<file path="config.mk">
export PLATFORM = sky130hd
export DESIGN_NAME = store_write_buffer
export DESIGN_NICKNAME = d
export VERILOG_FILES = /design/src/rtl/store_write_buffer.sv
export SDC_FILE = /design/constraint.sdc
export NUM_CORES = 2
export LEC_CHECK = 0
export CORE_ASPECT_RATIO = 0.8
export CORE_MARGIN = 3
export CORE_UTILIZATION = 60
export DETAILED_ROUTE_END_ITERATION = 6
export PLACE_DENSITY = 0.84
export SYNTH_ARGS = -nofsm -noshare
export SYNTH_HDL_FRONTEND = slang
export SYNTH_SLANG_ARGS = --single-unit
</file>
<file path="constraint.sdc">
create_clock -name clock -period 23.7 [get_ports clock]
set_clock_uncertainty 0.2 [all_clocks]
set_input_delay 5.925 -clock clock [delete_from_list [all_inputs] [get_ports clock]]
set_output_delay 5.925 -clock clock [all_outputs]
set_load 0.02 [all_outputs]
</file>
<file path="src/rtl/store_write_buffer.sv">
// Store write buffer: takes committed stores from the store queue, packs them into
// word-granular byte-masked entries (coalescing same-word stores) and drains them in order.
// Packet layout per port: {valid[67], addr[66:35], sign_size[34:32], data[31:0]};
// sign_size[1:0] = 00 byte, 01 half, 1x word, and sign_size[2] (signedness) is ignored.
module store_write_buffer #(
   parameter int NUM_SQ_DCACHE = 2,
   parameter int WB_LEN = 4,
   parameter int WB_IDX_BITS = $clog2(WB_LEN),
   localparam int PKT_W = 68
) (
   input  logic                                  clock,
   input  logic                                  reset,
   input  logic [NUM_SQ_DCACHE-1:0][PKT_W-1:0]   sq_dcache_packet,
   output logic [NUM_SQ_DCACHE-1:0]              dcache_accept,
   output logic                                  mem_req_valid,
   output logic [31:0]                           mem_req_addr,
   output logic [31:0]                           mem_req_data,
   output logic [3:0]                            mem_req_mask,
   input  logic                                  mem_req_ready,
   output logic [WB_IDX_BITS:0]                  wb_count,
   output logic                                  wb_empty
);

   localparam logic [WB_IDX_BITS-1:0] IDX_LAST = WB_IDX_BITS'(WB_LEN - 1);
   localparam logic [WB_IDX_BITS:0]   LEN_C    = (WB_IDX_BITS + 1)'(WB_LEN);

   logic                   e_valid [WB_LEN];
   logic [29:0]            e_waddr [WB_LEN];
   logic [31:0]            e_data  [WB_LEN];
   logic [3:0]             e_mask  [WB_LEN];
   logic [WB_IDX_BITS-1:0] head, tail;
   logic [WB_IDX_BITS:0]   count;

   logic                   n_valid [WB_LEN];
   logic [29:0]            n_waddr [WB_LEN];
   logic [31:0]            n_data  [WB_LEN];
   logic [3:0]             n_mask  [WB_LEN];
   logic [WB_IDX_BITS-1:0] n_head, n_tail, yi;
   logic [WB_IDX_BITS:0]   n_count;
   logic                   blocked, merge, drain, p_valid;
   logic [31:0]            p_addr, p_data, lane_data;
   logic [1:0]             p_size;
   logic [3:0]             lane_mask;
   logic                   unused_sign;

   function automatic logic [WB_IDX_BITS-1:0] next_idx(input logic [WB_IDX_BITS-1:0] i);
      return (i == IDX_LAST) ? '0 : i + 1'b1;
   endfunction

   always_comb begin
      n_valid     = e_valid;
      n_waddr     = e_waddr;
      n_data      = e_data;
      n_mask      = e_mask;
      n_head      = head;
      n_tail      = tail;
      n_count     = count;
      blocked     = reset;
      merge       = 1'b0;
      yi          = '0;
      p_valid     = 1'b0;
      p_addr      = '0;
      p_data      = '0;
      p_size      = '0;
      lane_mask   = '0;
      lane_data   = '0;
      unused_sign = 1'b0;
      dcache_accept = '0;

      // Ports are placed oldest-first; the first refusal blocks every younger port.
      for (int p = 0; p < NUM_SQ_DCACHE; p++) begin
         p_valid     = sq_dcache_packet[p][67];
         p_addr      = sq_dcache_packet[p][66:35];
         unused_sign = unused_sign ^ sq_dcache_packet[p][34];
         p_size      = sq_dcache_packet[p][33:32];
         p_data      = sq_dcache_packet[p][31:0];

         case (p_size)
            2'b00: begin
               lane_mask = 4'b0001 << p_addr[1:0];
               lane_data = {4{p_data[7:0]}};
            end
            2'b01: begin
               lane_mask = p_addr[1] ? 4'b1100 : 4'b0011;
               lane_data = {2{p_data[15:0]}};
            end
            default: begin
               lane_mask = 4'hF;
               lane_data = p_data;
            end
         endcase

         yi    = (n_tail == '0) ? IDX_LAST : n_tail - 1'b1;
         merge = (n_count != '0) && (n_waddr[yi] == p_addr[31:2])
                 && !((yi == head) && mem_req_valid);

         if (blocked || !p_valid) begin
            blocked = 1'b1;
         end else if (merge) begin
            for (int b = 0; b < 4; b++)
               if (lane_mask[b]) n_data[yi][8*b +: 8] = lane_data[8*b +: 8];
            n_mask[yi] = n_mask[yi] | lane_mask;
            dcache_accept[p] = 1'b1;
         end else if (n_count < LEN_C) begin
            n_valid[n_tail] = 1'b1;
            n_waddr[n_tail] = p_addr[31:2];
            n_mask[n_tail]  = lane_mask;
            for (int b = 0; b < 4; b++)
               n_data[n_tail][8*b +: 8] = lane_mask[b] ? lane_data[8*b +: 8] : 8'h00;
            n_tail  = next_idx(n_tail);
            n_count = n_count + 1'b1;
            dcache_accept[p] = 1'b1;
         end else begin
            blocked = 1'b1;
         end
      end

      // The drain uses the pre-allocation count check above, so freed space waits a cycle.
      drain = mem_req_valid && mem_req_ready;
      if (drain) begin
         n_valid[head] = 1'b0;
         n_waddr[head] = '0;
         n_data[head]  = '0;
         n_mask[head]  = '0;
         n_head        = next_idx(head);
         n_count       = n_count - 1'b1;
      end
   end

   always_ff @(posedge clock or posedge reset) begin
      if (reset) begin
         for (int i = 0; i < WB_LEN; i++) begin
            e_valid[i] <= 1'b0;
            e_waddr[i] <= '0;
            e_data[i]  <= '0;
            e_mask[i]  <= '0;
         end
         head  <= '0;
         tail  <= '0;
         count <= '0;
      end else begin
         e_valid <= n_valid;
         e_waddr <= n_waddr;
         e_data  <= n_data;
         e_mask  <= n_mask;
         head    <= n_head;
         tail    <= n_tail;
         count   <= n_count;
      end
   end

   assign mem_req_valid = e_valid[head];
   assign mem_req_addr  = mem_req_valid ? {e_waddr[head], 2'b00} : '0;
   assign mem_req_data  = mem_req_valid ? e_data[head] : '0;
   assign mem_req_mask  = mem_req_valid ? e_mask[head] : '0;
   assign wb_count      = count;
   assign wb_empty      = (count == '0);

endmodule

</file>
== Yosys cells after proc, flatten, opt, wreduce, memory -nomap -nowiden ==
Index checks and enable logic that the tools add are counted.

* Bitwise logic cells: 17
* $lt $le $gt $ge: 12
* Muxes and demuxes: 194
* Equality and inequality tests: 9
* Shifts and indexed selects: 2
* $add $sub $neg: 8
* Reductions and logical operators: 25

{| class="wikitable"
|+ Operators with widths
! cell !! count
|-
| $mux 128 || 27
|-
| $bwmux 128 || 16
|-
| $demux 32 s2 || 17
|-
| $mux 120 || 7
|-
| $mux 32 || 9
|-
| $mux 30 || 9
|-
| $bwmux 120 || 2
|-
| $bmux 30 s2 || 3
|-
| $demux 30 s2 || 3
|-
| $mux 16 || 11
|-
| $and 128x128->128 || 1
|-
| $not 128->128 || 1
|-
| $pmux 32 s2 || 2
|-
| $and 120x120->120 || 1
|-
| $not 120->120 || 1
|-
| $mux 24 || 4
|-
| $mux 8 || 12
|-
| $mux 4 || 21
|-
| $bmux 32 s2 || 1
|-
| $bwmux 16 || 4
|-
| $eq 30x30->1 || 2
|-
| $demux 4 s2 || 5
|-
| $bmux 4 s2 || 3
|-
| $mux 2 || 11
|-
| other kinds (28) || 94
|}

* Word-level logic and storage cells: 286
* Register bits: 275

== Depth between registers and ports, before layout ==
* Depth in word-level cells: 41
* Mapped depth: 35
* Mapped depth without buffers: 24

== Worst setup path before layout ==
OpenSTA, ideal clock, no wires.

* Kind: input -> output
* Start: in reset
* End: out dcache_accept[1]
* Data required time: 17.575 ns
* Path buffers: 3
* Path slack: 1.220 ns
* Data arrival time: 16.355 ns
* Stages on the path: 15
* Path through: inv_1 -> nand2_1 -> nor2_1 -> o41ai_4 -> buf_4 -> a32o_1 -> nand2_1 -> o221ai_1 -> xnor2_1 -> a2111oi_1 -> nand4_1 -> or3_1 -> clkbuf_1 -> clkbuf_1 -> a21oi_1

* Longest elaborated chain between the ends: 13
* Elaborated cells between the ends (all ways): 26
* Classes of those cells: add/sub: 1; order compare: 1; eq/ne: 2; mux: 13; bitwise: 1; reduce/logical: 8

{| class="wikitable"
|+ Ends and longest elaborated chain
! element !! RTL line !! RTL
|-
| start: declaration || 12 || <nowiki>input logic reset,</nowiki>
|-
| $logic_or 1x1->1 || 97 || <nowiki>if (blocked || !p_valid) begin</nowiki>
|-
| $mux 2 || 97 ||
|-
| $sub 2x1->2 / $logic_not 2->1 (equally long branches) || 93 || <nowiki>yi = (n_tail == '0) ? IDX_LAST : n_tail - 1'b1;</nowiki>
|-
| $mux 2 || 93 ||
|-
| $not 2->3 (not written as such) || 94 || <nowiki>merge = (n_count != '0) && (n_waddr[yi] == p_addr[31:2])</nowiki>
|-
| $bmux 30 s2 || 94 ||
|-
| $mux 30 (not written as such) (2 in a row) || 94 ||
|-
| $eq 30x30->1 || 94 ||
|-
| $logic_and 1x1->1 || 94 ||
|-
| $logic_and 1x1->1 || 95 || <nowiki>&& !((yi == head) && mem_req_valid);</nowiki>
|-
| $mux 1 || 99 || <nowiki>end else if (merge) begin</nowiki>
|-
| $mux 1 (*) || 97 ||
|-
| end: declaration || 14 || <nowiki>output logic [NUM_SQ_DCACHE-1:0] dcache_accept,</nowiki>
|}

Mark *: on every way between the ends. The rest lies on a longest branch, timed or not. The select of a mux whose other input is x is not followed.

== Final worst setup path ==
* Start: in sq_dcache_packet[59] (netlist name)
* End: out dcache_accept[1]

* Longest elaborated chain between the ends: 16
* Elaborated cells between the ends (all ways): 32
* Classes of those cells: add/sub: 1; order compare: 1; eq/ne: 3; mux: 17; bitwise: 1; reduce/logical: 9

{| class="wikitable"
|+ Ends and longest elaborated chain
! element !! RTL line !! RTL
|-
| start: declaration || 13 || <nowiki>input logic [NUM_SQ_DCACHE-1:0][PKT_W-1:0] sq_dcache_packet,</nowiki>
|-
| $eq 30x30->1 || 94 ||
|-
| $logic_and 1x1->1 || 94 ||
|-
| $logic_and 1x1->1 || 95 ||
|-
| $mux 2 || 99 ||
|-
| $mux 2 || 97 ||
|-
| $sub 2x1->2 / $logic_not 2->1 (equally long branches) || 93 ||
|-
| $mux 2 || 93 ||
|-
| $not 2->3 (not written as such) || 94 ||
|-
| $bmux 30 s2 || 94 ||
|-
| $mux 30 (not written as such) (2 in a row) || 94 ||
|-
| $eq 30x30->1 || 94 ||
|-
| $logic_and 1x1->1 || 94 ||
|-
| $logic_and 1x1->1 || 95 ||
|-
| $mux 1 || 99 ||
|-
| $mux 1 (*) || 97 ||
|}

Marked as above.

==> summary.txt <==
H-Tree Depth - 2
Hold Path Class - reg2reg
DRC viols - 15
Finish-stage setup viols - 0
R2R Path End - wb_count[2]
Leak - 0.01159 uW
FF-to-FF Start - tail[0]
Crit path max-delay family - compound AO/OA/AOI/OAI gates
Async SR Flop Fraction - 100.0%
Synth Cell Area - 0.02529 sq mm
aggregate global-route resource usage - 50.19%
Top FF cell, synth - dfrtp_1
vias in the first global route - 28230
Worst slew margin - 7.456%
max_cap viols - 0
fin crit share - 83.79%
crit path max-delay cell type - or3_2
WS Path Type - in2out
Post-Synth Simple-Gate Area - 19.12%
CORE AREA - 0.04112 sq mm
# nets final - 3304
syn avg cell area - 8.037 sq um
Die Y - 189.6 microns
Area after DPL - 0.02741 sq mm
drt total wl - 116100 microns
Post-Synth XOR/XNOR Area - 2.469%
area delta synth->final - 13.18%
number of synthesized flops with an enable pin - 0
num ports - 214
CTS tree - yes
fillers - 3281
clock slew at reported path FFs - 0.06 ns
Synth Area in Compound Gates - 26.92%
f_max - 0.05036 GHz
DR vias - 29539
global-route wire length before repair - 172500 microns
largest net degree at the start of global routing - 87
DR iter-0 viols - 5468
WHS Endpoint - e_valid[1]
fin area - 0.02862 sq mm
worst slew pin tran - 1.385 ns
total CTS buffers - 34
Cells after Synth - 3146
clock tree buffer depth - 3
hold path cells - 2
Place WS - 4.443 ns
DP HPWL - 74000 microns
fin crit period - 19.86 ns
largest family of logic cells by synthesized area - compound AO/OA/AOI/OAI gates
total power - 4032 uW
post-route setup slack - 3.843 ns
Adder-Cell Fraction of Synth Area - 0.8907%
post-DR vias/cell - 7.947
Final TNS setup - 0 ns
root buffer cell - clkbuf_16
Pwr Density - 140.9 mW/mm^2
Initial Util - 61.49%
Final ANT Viol Nets - 0
Synth Warn # - 0
final slew viol count - 0
clk_lat worst skew - 0.56 ns
share of layout cells above drive strength 1 - 9.842%
FF-to-FF setup slack - 12.31 ns
post-synthesis sequential area ratio - 27.22%
Sink Count - 275
Non-Filler Instances - 3717
R2R depth - 27
Required @ worst endpoint - 17.58 ns
Setup Buffers After CTS - 0
flops & latches, synth - 275
Detailed Routing Iterations Pass 1 - 7
initial antenna violation count - 6
failing checks - design-rule violations
RSZ-0062 raised after global routing - false
HP Start - e_valid[1]
CP cell instances - clkdlybuf4s50_1 > xnor2_1 > nand4_1 > nor4_2 > a41oi_4 > o21ai_0 > ha_1 > buf_4 > inv_1 > buf_4 > o21ai_0 > o221ai_1 > nand4_1 > a2111oi_1 > nand4_1 > buf_4 > or3_2 > a21oi_1 > clkdlybuf4s50_1
post-CTS sizing - 0
Worst Setup End Kind - output pin
grt ovf - 0
Buf/Inv on CP - 6
crit path DAT - 13.73 ns
GP Congestion - 0.9886
drt wl/cell - 31.22 microns
hold buffer count at CTS - 0
slowest stage delay, CP - 0.80 ns
final hold viol count - 0
post-synthesis mux area share - 17.37%
peak supply drop - 120.8 uV
library cells used by synthesis - 86
IO buf count - 209
outcome - complete, but fails checks
CP Max Fanout - 25
FP Rows - 66
chip width - 235.5 microns
CP Launch Type - input pin
Placed Instances - 3655
total die area - 0.04466 sq mm
-- worst max-delay path by stage --
stage / slack [ns] / depth (start not counted) / to / startpoint
after floorplan: 1.22 / 15 / dcache_accept[1] / reset
after global placement: 4.59 / 19 / dcache_accept[1] / sq_dcache_packet[40]
after detailed placement: 4.44 / 19 / dcache_accept[1] / sq_dcache_packet[59]
after CTS: 4.40 / 19 / dcache_accept[1] / sq_dcache_packet[59]
after global routing: 3.84 / 19 / dcache_accept[1] / sq_dcache_packet[59]
final: 3.84 / 19 / dcache_accept[1] / sq_dcache_packet[59]
-- logic make-up after synthesis --
kind of cell,Yosys count
adders and majority gates,18
DFF,275
xor gates and xnor gates,66
buffers and inverters,369
muxes,305
other,1
and+or+nand+nor,1093
AOI/OAI and AO/OA,1019
-- stage by stage --
| stage | utilization, % | hold WS (ns) |
|---|---|---|
| 2_1_floorplan | - | 0.2945 |
| 3_3_place_gp | 66.65 | 0.3170 |
| 3_5_place_dp | 66.65 | 0.3404 |
| 4_1_cts | 69.57 | 0.3511 |
| 5_1_grt | 69.57 | 0.3528 |
| 6_report | 69.59 | 0.3554 |
-- final cells by class --
cell class              count  area (sq um)  share of cell area [%]
clock inverters             8         142.6                  0.4984
flip-flops and latches    275          6890                   24.08
clock buffers              51          1059                   3.699
well taps                 544         680.7                   2.378
multi-input cells        2503         16970                   59.30
diodes                      3         7.507                 0.02623
inverters                  43         168.9                  0.5902
repair buffers            290          2700                   9.435
-- worst min-delay path, delay by kind of cell, from the launching register on --
| kind | cells | cell delay, ns |
|---|---|---|
| buffers and inverters | 1 | 0.06 |
| DFF | 1 | 0.38 |
| AOI/OAI and AO/OA | 1 | 0.06 |
-- flip-flops by register name, indices dropped and copies added (netlist names) --
signal	count
e_data	128
e_mask	16
e_waddr	120
wb_count	3
tail	2
e_valid	4
head	2
-- report_power, final --
part / internal [uW] / switching, uW / total [uW]
registers: 647 / 203 / 851
clock network: 352 / 234 / 586
logic: 1050 / 1550 / 2600
-- layer usage --
layer / part of all wire, % / wire, microns / GRT usage, %
met5: 0.084 / 98 / 0.5411
met4: 6.5 / 7545 / 25.65
met3: 20 / 23430 / 27.07
met2: 39 / 45140 / 67.30
met1: 34 / 39830 / 65.08
-- Yosys cell counts (5+ instances only) --
master	instances	area, sq um
nor2_1	327	1227
inv_1	42	157.7
a31oi_1	30	187.7
buf_4	8	60.06
nand2b_1	17	106.4
o22ai_1	129	807.0
o32ai_1	7	61.31
ha_1	18	225.2
clkbuf_1	229	859.6
o21a_1	8	60.06
nor2b_1	9	56.30
mux4_2	105	2365
nand4_1	17	106.4
mux2i_1	181	1812
a311oi_1	89	779.5
o221ai_1	49	429.2
a221o_1	11	110.1
nand3_1	63	315.3
and3_1	13	81.33
dfrtp_1	275	6882
or3_1	26	162.7
nand2_1	460	1727
a21oi_1	270	1351
a22oi_1	53	397.9
xnor2_1	48	420.4
nor4_1	5	31.28
or4_1	6	45.04
o21ai_1	10	50.05
nor3_1	41	205.2
a2111oi_0	9	78.83
or2_2	9	56.30
o22a_1	28	245.2
xor2_1	15	131.4
and2_1	78	488.0
o211ai_1	8	60.06
a21o_1	6	45.04
a32oi_1	15	131.4
buf_2	45	225.2
buf_6	6	67.56
buf_1	38	142.6
mux2_2	17	191.4
a211oi_1	55	412.9
o21ai_0	186	930.9
o31ai_1	5	37.54
nor3b_1	11	82.58
-- layout by cell type, fill, tap and decap left out, drive strengths merged, types with 79 or more instances in the layout --
cell             n
mux4           105
a311oi          89
o21ai          196
clkdlybuf4s50  209
dfrtp          275
nor2           327
o22ai          129
a21oi          270
and2            79
buf             81
nand2          460
mux2i          182
Note: power is estimated with default switching activity, not from simulation.
